$ cat src/rtl/cpu4_wbck.sv
// cpu4_wbck: register-file writeback arbiter. Merges the single-cycle ALU path
// with a FIFO-buffered long-latency path and reports pending long destinations.
`ifndef CPU4_XLEN
`define CPU4_XLEN 32
`endif
`ifndef CPU4_RFIDX_WIDTH
`define CPU4_RFIDX_WIDTH 5
`endif

module cpu4_wbck #(
   parameter int XLEN      = `CPU4_XLEN,
   parameter int RFIDX_W   = `CPU4_RFIDX_WIDTH,
   parameter int LNG_DEPTH = 2,
   parameter int MAX_STALL = 4
) (
   input  logic                       clk,
   input  logic                       rst,
   input  logic                       alu_wbck_valid,
   output logic                       alu_wbck_ready,
   input  logic [RFIDX_W-1:0]         alu_wbck_idx,
   input  logic [XLEN-1:0]            alu_wbck_data,
   input  logic                       lng_wbck_valid,
   output logic                       lng_wbck_ready,
   input  logic [RFIDX_W-1:0]         lng_wbck_idx,
   input  logic [XLEN-1:0]            lng_wbck_data,
   output logic                       rd_wen,
   output logic [RFIDX_W-1:0]         rd_idx,
   output logic [XLEN-1:0]            rd_data,
   input  logic [RFIDX_W-1:0]         rs1_idx,
   input  logic [RFIDX_W-1:0]         rs2_idx,
   output logic                       pend_hit1,
   output logic                       pend_hit2,
   output logic [$clog2(LNG_DEPTH):0] lng_pend_cnt
);

   localparam int PTR_W = $clog2(LNG_DEPTH);
   localparam int CNT_W = PTR_W + 1;
   localparam int STV_W = $clog2(MAX_STALL + 1);
   localparam logic [CNT_W-1:0] CNT_FULL = CNT_W'(LNG_DEPTH);
   localparam logic [STV_W-1:0] STV_MAX  = STV_W'(MAX_STALL);

   typedef enum logic [1:0] {
      SEL_NONE = 2'd0,
      SEL_ALU  = 2'd1,
      SEL_LNG  = 2'd2
   } sel_e;

   logic [LNG_DEPTH-1:0][RFIDX_W-1:0] mem_idx_r;
   logic [XLEN-1:0]                   mem_data_r [LNG_DEPTH];
   logic [LNG_DEPTH-1:0]              vld_r;
   logic [PTR_W-1:0]                  wptr_r;
   logic [PTR_W-1:0]                  rptr_r;
   logic [CNT_W-1:0]                  cnt_r;
   logic [CNT_W-1:0]                  cnt_nxt_s;
   logic [STV_W-1:0]                  starve_r;
   logic [STV_W-1:0]                  starve_nxt_s;
   sel_e                              sel_s;
   logic                              push_s;
   logic                              pop_s;
   logic                              fifo_empty_s;
   logic                              fifo_full_s;

   // True when a nonzero operand index matches any valid FIFO entry.
   function automatic logic pend_match(
      input logic [RFIDX_W-1:0]              rs,
      input logic [LNG_DEPTH-1:0]            vld,
      input logic [LNG_DEPTH-1:0][RFIDX_W-1:0] idxs
   );
      logic hit;
      hit = 1'b0;
      for (int i = 0; i < LNG_DEPTH; i++) begin
         hit = hit | (vld[i] & (idxs[i] == rs));
      end
      return hit & (rs != {RFIDX_W{1'b0}});
   endfunction

   assign fifo_empty_s = (cnt_r == {CNT_W{1'b0}});
   assign fifo_full_s  = (cnt_r == CNT_FULL);
   assign lng_pend_cnt = cnt_r;

   // FIFO acceptance and pending-hit reporting, all gated off during reset.
   always_comb begin
      lng_wbck_ready = 1'b0;
      pend_hit1      = 1'b0;
      pend_hit2      = 1'b0;
      if (rst) begin
         lng_wbck_ready = 1'b0;
         pend_hit1      = 1'b0;
         pend_hit2      = 1'b0;
      end else begin
         lng_wbck_ready = ~fifo_full_s;
         pend_hit1      = pend_match(rs1_idx, vld_r, mem_idx_r);
         pend_hit2      = pend_match(rs2_idx, vld_r, mem_idx_r);
      end
      push_s = lng_wbck_valid & lng_wbck_ready;
   end

   // Per-cycle source selection with the starvation bound on the long path.
   always_comb begin
      alu_wbck_ready = 1'b0;
      pop_s          = 1'b0;
      sel_s          = SEL_NONE;
      starve_nxt_s   = {STV_W{1'b0}};
      if (rst) begin
         alu_wbck_ready = 1'b0;
         sel_s          = SEL_NONE;
      end else if (fifo_empty_s) begin
         alu_wbck_ready = 1'b1;
         if (alu_wbck_valid) begin
            sel_s = SEL_ALU;
         end else begin
            sel_s = SEL_NONE;
         end
      end else if (starve_r < STV_MAX) begin
         alu_wbck_ready = 1'b1;
         if (alu_wbck_valid) begin
            sel_s        = SEL_ALU;
            starve_nxt_s = starve_r + STV_W'(1);
         end else begin
            sel_s = SEL_LNG;
            pop_s = 1'b1;
         end
      end else begin
         alu_wbck_ready = 1'b0;
         sel_s          = SEL_LNG;
         pop_s          = 1'b1;
      end
   end

   // Write-port mux; x0 destinations are consumed without a write enable.
   always_comb begin
      rd_idx  = {RFIDX_W{1'b0}};
      rd_data = {XLEN{1'b0}};
      case (sel_s)
         SEL_ALU: begin
            rd_idx  = alu_wbck_idx;
            rd_data = alu_wbck_data;
         end
         SEL_LNG: begin
            rd_idx  = mem_idx_r[rptr_r];
            rd_data = mem_data_r[rptr_r];
         end
         default: begin
            rd_idx  = {RFIDX_W{1'b0}};
            rd_data = {XLEN{1'b0}};
         end
      endcase
      rd_wen = (sel_s != SEL_NONE) && (rd_idx != {RFIDX_W{1'b0}});
   end

   // Occupancy next-state; simultaneous push and pop cancel out.
   always_comb begin
      case ({push_s, pop_s})
         2'b10:   cnt_nxt_s = cnt_r + CNT_W'(1);
         2'b01:   cnt_nxt_s = cnt_r - CNT_W'(1);
         default: cnt_nxt_s = cnt_r;
      endcase
   end

   // Control state: pointers, valid bits, count and starvation counter.
   always_ff @(posedge clk) begin
      if (rst) begin
         wptr_r   <= {PTR_W{1'b0}};
         rptr_r   <= {PTR_W{1'b0}};
         cnt_r    <= {CNT_W{1'b0}};
         starve_r <= {STV_W{1'b0}};
         vld_r    <= {LNG_DEPTH{1'b0}};
      end else begin
         if (push_s) begin
            vld_r[wptr_r] <= 1'b1;
            wptr_r        <= wptr_r + PTR_W'(1);
         end
         if (pop_s) begin
            vld_r[rptr_r] <= 1'b0;
            rptr_r        <= rptr_r + PTR_W'(1);
         end
         cnt_r    <= cnt_nxt_s;
         starve_r <= starve_nxt_s;
      end
   end

   // Entry payload storage; validity is tracked separately so no reset needed.
   always_ff @(posedge clk) begin
      if (push_s) begin
         mem_idx_r[wptr_r]  <= lng_wbck_idx;
         mem_data_r[wptr_r] <= lng_wbck_data;
      end
   end

endmodule

$ cat config.mk
export PLATFORM = sky130hd
export DESIGN_NAME = cpu4_wbck
export DESIGN_NICKNAME = d
export VERILOG_FILES = /design/src/rtl/cpu4_wbck.sv
export SDC_FILE = /design/constraint.sdc
export NUM_CORES = 1
export LEC_CHECK = 0
export CAP_MARGIN = 0
export CORE_MARGIN = 4
export CORE_UTILIZATION = 40
export DETAILED_ROUTE_END_ITERATION = 7
export PLACE_DENSITY_LB_ADDON = 0.05
export REMOVE_ABC_BUFFERS = 1
export SLEW_MARGIN = 20
export SYNTH_ARGS = -nofsm -noshare
export SYNTH_HDL_FRONTEND = slang
export SYNTH_SLANG_ARGS = --single-unit
$ cat constraint.sdc
create_clock -name clk -period 4.5 [get_ports clk]
set_clock_uncertainty 0.1 [all_clocks]
set_input_delay 1.35 -clock clk [delete_from_list [all_inputs] [get_ports clk]]
set_output_delay 1.35 -clock clk [all_outputs]
set_load 0.05 [all_outputs]
; Yosys cells after proc, flatten, opt, wreduce, memory -nomap -nowiden
; Memories as Yosys holds them, arrays and structs flattened. A register that Yosys moved wholly into a read port is not among the register bits.
; Cells that the tools add are included.
[totals]
register_bits = 19
mem_bits_rw = 64
elab_cells = 86
n_memories = 1
[memory_table]
columns = name, words, word_bits, read_ports, rd_clocked_by_memory_dff, write_ports, line
row1 = mem_data_r, 2, 32, 1, 1, 1, 49  ; logic [XLEN-1:0] mem_data_r [LNG_DEPTH];
[classes]
n_addsub = 5
order_cmp = 5
n_eq_ne = 9
mux = 34
n_bitwise = 15
reduce_logical = 10
[op_table]
columns = operator, n
row1 = one-hot mux 32 bit (2 select lines), 1
row2 = == test 5 bit, 4
row3 = two-way mux 1 bit, 17
row4 = two-way mux 5 bit, 3
row5 = nonzero test 5 bit, 3
row6 = two-way mux 2 bit, 7
row7 = bitwise mux 10 bit, 1
row8 = one-hot mux 5 bit (2 select lines), 1
row9 = bitwise AND 1 bit, 7
row10 = "== test 2 bit, second input constant", 3
row11 = demux 5 bit (select 1 bit), 1
row12 = "== test 2 x 1 -> 1 bit, second input constant", 2
row13 = "< comparator 1 x 2 -> 1 bit, second input constant", 2
row14 = one-hot mux 2 bit (2 select lines), 1
row15 = nonzero test 2 bit, 2
row16 = OR reduction 4 bit, 1
row17 = "adder 3 x 1 -> 3 bit, second input constant", 1
row18 = logical AND 1 bit, 3
row19 = "< comparator 3 bit, second input constant", 1
row20 = NOT 1 bit, 3
row21 = "adder 1 bit, second input constant", 2
row22 = "adder 2 x 1 -> 2 bit, second input constant", 1
row23 = bitwise AND 2 bit, 1
row24 = demux 1 bit (select 1 bit), 2
row25 = other kinds (6), 8

; Depth between registers and ports, before layout
; Gate-level depths: netlist of run 1.
[depth]
word_depth = 9
depth_mapped = 10

; Worst setup path before layout of run 1
; Ideal clock, no wire load.
[synth_timing]
path_type = input to output
start = in rst
end = out rd_wen
arrival_time_ns = 5.034
required_ns = 3.050
slack_ns = -1.984
stages = 8
n_path_buf = 1
cell_sequence = buf_2 -> a21oi_1 -> nand2_1 -> ha_1 -> nand2_1 -> o21ai_0 -> nor4_1 -> a21oi_1
[synth_via]
elab_chain_cells = 5
elab_cells_between_ends = 7
classes_between = 2 x eq/ne / 2 x mux / 3 x reduce/logical
[synth_rtl]
columns = element, line
row1 = from (decl), 17  ; input logic rst,
row2 = two-way mux 2 bit *, 104  ; if (rst) begin
row3 = == test 2 bit or == test 2 x 1 -> 1 bit (tied branches), 134  ; case (sel_s)
row4 = one-hot mux 5 bit (2 select lines) *, 134
row5 = net rd_idx[4], 27  ; output logic [RFIDX_W-1:0] rd_idx,
row6 = nonzero test 5 bit *, 148  ; rd_wen = (sel_s != SEL_NONE) && (rd_idx != {RFIDX_W{1'b0}});
row7 = logical AND 1 bit *, 148
row8 = to (decl), 26  ; output logic rd_wen,
; Mark *: on every way through the listed nets, which the timed path passes. The rest lies on a longest branch.

; Worst setup path after layout of run 1
[layout_timing]
start = in alu_wbck_valid
end = out rd_wen
[layout_via]
elab_chain_cells = 8
elab_cells_between_ends = 11
classes_between = 2 x eq/ne / 6 x mux / 3 x reduce/logical
[layout_rtl]
columns = element, line
row1 = from (decl), 18  ; input logic alu_wbck_valid,
row2 = two-way mux 2 bit, 116  ; if (alu_wbck_valid) begin
row3 = two-way mux 2 bit, 114  ; end else if (starve_r < STV_MAX) begin
row4 = two-way mux 2 bit *, 107  ; end else if (fifo_empty_s) begin
row5 = two-way mux 2 bit *, 104
row6 = == test 2 bit or == test 2 x 1 -> 1 bit (tied branches), 134
row7 = one-hot mux 5 bit (2 select lines), 134
row8 = nonzero test 5 bit, 148
row9 = logical AND 1 bit *, 148
; Every way passes the cells marked *; elsewhere a longest branch is shown, timed or not.

==> results.tsv, run 1 <==
metric	value	unit
Avg Inst Size Synth	13.88	um^2
# nets final	531	
GPL Wtd Cong	0.8010	
Distinct cells, synth	38	
clk slew on worst S/H paths	0.08	ns
Yosys warning count	0	
row count	36	
ranking of synthesized cells by area	edfxtp_1 55%, a22oi_1 6.0%, dfxtp_1 5.0%	
total CTS buffers	9	
largest family of logic cells by synthesized area	multiplexers	
area fraction of the dominant cell type after synthesis	55.19	%
Compound-Gate Fraction of Synth Area	8.266	%
P&R area growth vs syn	55.90	%
Hold WS	0.3416	ns
Placed Cells	557	
simple-gate area share of the yosys netlist	10.32	%
Core ar.	9774	um^2
CP Max Fanout	6	
share of cells above drive strength 1	30.02	%
Hold Path Class	flop to flop	
CP Data Required Time	3.05	ns
synthesized area	4026	um^2
hold depth	1	
outcome	complete, no violations	
CP max-delay cell	nor4_2	
CP startpoint kind	input port	
mux contribution to synthesized area	11.16	%
H-tree levels	3	
synthesized flop and latch total	84	
max-slew violations	0	
root buf cell	clkbuf_8	
post-synth top area cell	edfxtp_1	
Final Cell Area	6277	um^2
r2r setup slk	2.44	ns
sum of negative setup slack	0	ns
max-cap viol count	0	
Worst IR Drop VDD	131.4	uV
leading cell type in the layout, fill and taps excluded	clkdlybuf4s50_1	
Post-synth ARST share	0	%
Syn Inst Count	290	
router iterations before antenna repair	4	
fin util	64.22	%
Synth Area in XOR/XNOR	5.221	%
WS Path Type	input port to output pin	
critical-path cell list	dlygate4sd2_1, nand2b_1, nand3_2, ha_4, nand3_1, o21ai_2, nor4_2, a21oi_2, buf_12	
gr usage total	16.97	%
Final Non-Filler Cells	576	
final number of hold-violating endpoints	0	
initial antenna violation count	0	
cell leakage power	2.190	nW
Die Y	108.3	um
io pins	132	
slowest cell delay on critical path	0.31	ns
Adder-Cell Fraction of Synth Area	1.554	%
DP Worst Slack	-0.4918	ns
Tcrit/Tclk final	97.70	%
ANT cells	0	
placed cell areas	5973	um^2
drt wl/cell	16.68	um
endpoint type of the worst setup path	output pin	
dpl hpwl	6.931	mm
Fillers	763	
largest net degree at the start of global routing	39	
post-layout worst setup margin	0.1035	ns
number of global-route vias before repair	3022	
routed vias	2803	
Final Total Pwr	1.826	mW
number of DRC markers in iteration 0	121	
share of the yosys chip area belonging to registers	60.16	%
Arr. time, crit path	2.95	ns
detailed-route DRC error count	0	
Max Freq	227.5	MHz
Period minus WS final	4.397	ns
Pwr Density	290.9	nW/um^2
final setup violation count	0	
Slew @ Worst Pin	0.9271	ns
buffers added on ports	131	
Slew headroom	38.19	%
CTS Buffer Depth	2	
first-pass GRT wire length	15.11	mm
Worst-Skew Late Latency	0.34	ns
Post-synth EDFFs	74	
grt ovf	0	
Top FF cell, synth	edfxtp_1	
most frequent cells in the layout	87 x clkdlybuf4s50_1, 74 x edfxtp_1, 42 x buf_12	
Die Wd	108.3	um
Worst R2R Path Depth	9	
vias per cell	4.866	
post-route ant nets	0	
Post-Route WL	9.606	mm
TritonCTS Sinks	84	
Starting Density	41.19	%
CTS tree	yes	
DIE AREA	11740	um^2
==> where the power goes <==
part	leakage [nW]	switching, mW	internal, mW
Clock	0.103	0.262	0.252
Sequential	0.761	0.0275	0.886
Combinational	1.33	0.180	0.218
Total	2.19	0.469	1.36
==> metal layers <==
layer / track usage [%] / part of all wire [%] / routed length, um / vias up
met3: 5.791 / 8.8 / 850 / 9
met4: 5.410 / 1.1 / 106 / 0
met2: 27.71 / 48 / 4642 / 85
met5: 0 / 0 / 0 / -
li1: - / - / - / 1382
met1: 21.26 / 42 / 4006 / 1327
==> critical path, delay by kind of cell <==
kind,cells,cell delay [ns]
simple gates,4,0.67
buf+inv,2,0.42
compound gates,2,0.19
fa+ha+maj,1,0.30
==> repair_timing <==
action                     4_1_cts  5_1_grt
pin swaps                        4        3
setup endpoints to repair       38       34
gates resized for setup         13       15
hold buffers                     0        0
buffers inserted                 3        0
==> final cells by class <==
cell class,instances,area (um^2),share of cell area (%)
Clock buffer,12,166.4,2.651
Clock inverter,4,30.03,0.4784
Inverter,6,22.52,0.3588
Multi-Input combinational cell,182,1551,24.72
Sequential cell,84,2424,38.61
Tap cell,133,166.4,2.651
Timing Repair Buffer,155,1917,30.54
==> state kept, by name, indices dropped and copies added (netlist names), named ones only <==
| name | cells |
|---|---|
| starve_r | 3 |
| wptr_r | 1 |
| mem_data_r | 64 |
| lng_pend_cnt | 2 |
| mem_idx_r | 10 |
| rptr_r | 1 |
| vld_r | 2 |
==> worst paths after layout <==
path                           to             from
setup / recovery           rd_wen   alu_wbck_valid
setup reg to reg  lng_pend_cnt[1]  lng_pend_cnt[0]
hold / removal        starve_r[0]      starve_r[0]
hold reg to reg       starve_r[0]      starve_r[0]
==> cells by family (layout without fill, tap and decap cells) <==
kind of cell    after synthesis  in the layout
mux                          37             37
simple gates                 68             68
flops                        84             84
compound gates               48             48
buf+inv                      24            177
fa+ha+maj                     5              5
xor+xnor                     24             24
==> synthesized netlist by cell type (4+ instances only) <==
| library cell | count |
|---|---|
| ha_1 | 5 |
| buf_6 | 5 |
| nor2b_1 | 32 |
| a22oi_1 | 32 |
| mux2_2 | 16 |
| nor2_1 | 6 |
| o21ai_0 | 5 |
| clkbuf_1 | 6 |
| mux2_1 | 7 |
| dfxtp_1 | 10 |
| nand3_1 | 8 |
| mux2_4 | 10 |
| xnor2_1 | 7 |
| nor4_1 | 6 |
| a21oi_1 | 6 |
| mux2i_1 | 4 |
| buf_2 | 4 |
| inv_1 | 4 |
| edfxtp_1 | 74 |
| xor2_1 | 17 |
Power figures use the tool's default switching activity.
==> inputs of run 2 (changes only) <==
Settings changed: GPL_ROUTABILITY_DRIVEN set to 0, SLEW_MARGIN 20 to 30.
Clock period 4.5 ns to 5.05 ns, I/O delays scaled along.
==> results.tsv, run 2 (synthesis gave the netlist of run 1 again) <==
metric	value	unit	change
outcome	complete, no violations		unchanged
hold_sp	starve_r[0]		unchanged
# nets final	526		was 531
CP startpoint	alu_wbck_valid		unchanged
Slew @ Worst Pin	0.9046	ns	was 0.9271 ns
number of global-route vias before repair	2852		was 3,022
DIE AREA	11740	um^2	unchanged
fin util	63.27	%	was 64.22%
hold depth	1		unchanged
WS Path Type	input port to output pin		unchanged
Pwr Density	260.3	nW/um^2	was 290.9 nW/um^2
largest reg by FF count	mem_data_r		unchanged
buffers added on ports	131		unchanged
Starting Density	41.19	%	unchanged
drt wl/cell	16.79	um	was 16.68 um
Placed Cells	554		was 557
Die Y	108.3	um	unchanged
slowest cell delay on critical path	0.52	ns	was 0.31 ns
CP Max Fanout	4		was 6
leading cell type in the layout, fill and taps excluded	clkdlybuf4s50_1		unchanged
Max Freq	200.6	MHz	
router iterations before antenna repair	4		unchanged
Reg area	2424	um^2	unchanged
detailed-route DRC error count	0		unchanged
post-route ant nets	0		unchanged
gr usage total	16.13	%	was 16.97%
CTS Buffer Depth	2		unchanged
Hold Buf Count CTS	0		unchanged
CP bufs+invs	3		was 2
final number of hold-violating endpoints	0		unchanged
Slew headroom	39.70	%	was 38.19%
Worst Hold End	starve_r[0]		unchanged
multi-input logic area	1529	um^2	was 1551 um^2
Worst IR Drop VDD	127.1	uV	was 131.4 uV
TritonCTS Sinks	84		unchanged
vias per cell	4.947		was 4.866
number of DRC markers in iteration 0	109		was 121
share of cells above drive strength 1	28.08	%	was 30.02%
Worst-Skew Late Latency	0.34	ns	about the same
final setup violation count	0		unchanged
initial antenna violation count	0		unchanged
Worst R2R Start	lng_pend_cnt[1]		was lng_pend_cnt[0]
max-cap viol count	0		unchanged
most frequent cells in the layout	88 x clkdlybuf4s50_1, 74 x edfxtp_1, 40 x buf_12		was 87 x clkdlybuf4s50_1, 74 x edfxtp_1, 42 x buf_12
r2r setup slk	2.87	ns	was 2.44 ns
Fillers	791		was 763
RR Endpoint	mem_data_r[1][31]		was lng_pend_cnt[1]
RSZ-0062 raised after global routing	yes		
cell leakage power	2.146	nW	was 2.190 nW
ANT cells	0		unchanged
dpl hpwl	6.801	mm	was 6.931 mm
CP startpoint kind	input port		unchanged
critical-path cell list	clkdlybuf4s50_1, nand2b_1, nand3_2, inv_1, ha_1, nand2_2, o21ai_2, nor4_2, a21oi_2, buf_12		was dlygate4sd2_1, nand2b_1, nand3_2, ha_4, nand3_1, o21ai_2, nor4_2, a21oi_2, buf_12
CTS tree	yes		unchanged
max reg flops	64		unchanged
row count	36		unchanged
CP max-delay cell	clkdlybuf4s50_1		was nor4_2
Arr. time, crit path	3.37	ns	was 2.95 ns
Period minus WS final	4.985	ns	
first-pass GRT wire length	14.41	mm	was 15.11 mm
CP Data Required Time	3.44	ns	was 3.05 ns
max-slew violations	0		unchanged
endpoint type of the worst setup path	output pin		unchanged
total CTS buffers	9		unchanged
Tcrit/Tclk final	98.71	%	
routed vias	2825		was 2,803
Die Wd	108.3	um	unchanged
Post-Route WL	9.585	mm	was 9.606 mm
P&R area growth vs syn	53.60	%	was 55.90%
H-tree levels	3		unchanged
critical path's top delay family	buffers and inverters		was simple AND/OR/NAND/NOR gates
largest net degree at the start of global routing	39		unchanged
io pins	132		unchanged
largest registers	mem_data_r x64, mem_idx_r x10, starve_r x3		unchanged
grt ovf	0		unchanged
Hold Path Class	flop to flop		unchanged
Worst R2R Path Depth	4		was 9
root buf cell	clkbuf_8		unchanged
clk slew on worst S/H paths	0.09	ns	was 0.08 ns
Hold WS	0.3404	ns	was 0.3416 ns
Core ar.	9774	um^2	unchanged
Final Non-Filler Cells	571		was 576
run 2: final cells by class:
cell class                      count  area share [%]
Tap cell                          133           2.691
Multi-Input combinational cell    182           24.72
Timing Repair Buffer              150           30.06
Sequential cell                    84           39.19
Clock inverter                      4          0.4451
Clock buffer                       12           2.529
Inverter                            6          0.3642
run 2: where the power goes:
group / switching, mW / internal (mW)
Combinational: 0.158 / 0.187
Clock: 0.238 / 0.212
Sequential: 0.0243 / 0.790
run 2: stage by stage:
| stage | area, um^2 | total power [mW] | TNS, ns | worst slack [ns] |
|---|---|---|---|---|
| 2_1_floorplan | 3915 | 0.9908 | -32.06 | -2.086 |
| 3_3_place_gp | 5926 | 1.164 | -0.1136 | -0.1136 |
| 3_5_place_dp | 5926 | 1.169 | -1.165 | -0.2136 |
| 4_1_cts | 6132 | 1.618 | -0.01033 | -0.01033 |
| 5_1_grt | 6185 | 1.677 | -0.04770 | -0.01551 |
| 6_report | 6185 | 1.610 | 0 | 0.06526 |
run 2: metal layers:
layer,GRT usage (%),up-vias,part of all wire (%)
met5,0,-,0
li1,-,1372,-
met1,20.37,1349,42
met3,5.791,13,8.5
met2,25.89,91,48
met4,5.320,0,1.1
run 2: worst max-delay path by stage:
stage | slack (ns) | end | depth (start not counted)
floorplan | -2.09 | rd_wen | 7
global placement | -0.11 | rd_wen | 9
detailed placement | -0.21 | rd_wen | 9
CTS | -0.01 | rd_wen | 9
global route | -0.02 | rd_data[31] | 8
finish | 0.07 | rd_wen | 10
run 2: timing repair:
| item | 4_1_cts | 5_1_grt |
|---|---|---|
| pin swaps | 1 | 3 |
| setup endpoints to repair | 32 | 9 |
| resized for setup | 9 | 11 |
| buffers inserted | 0 | 1 |
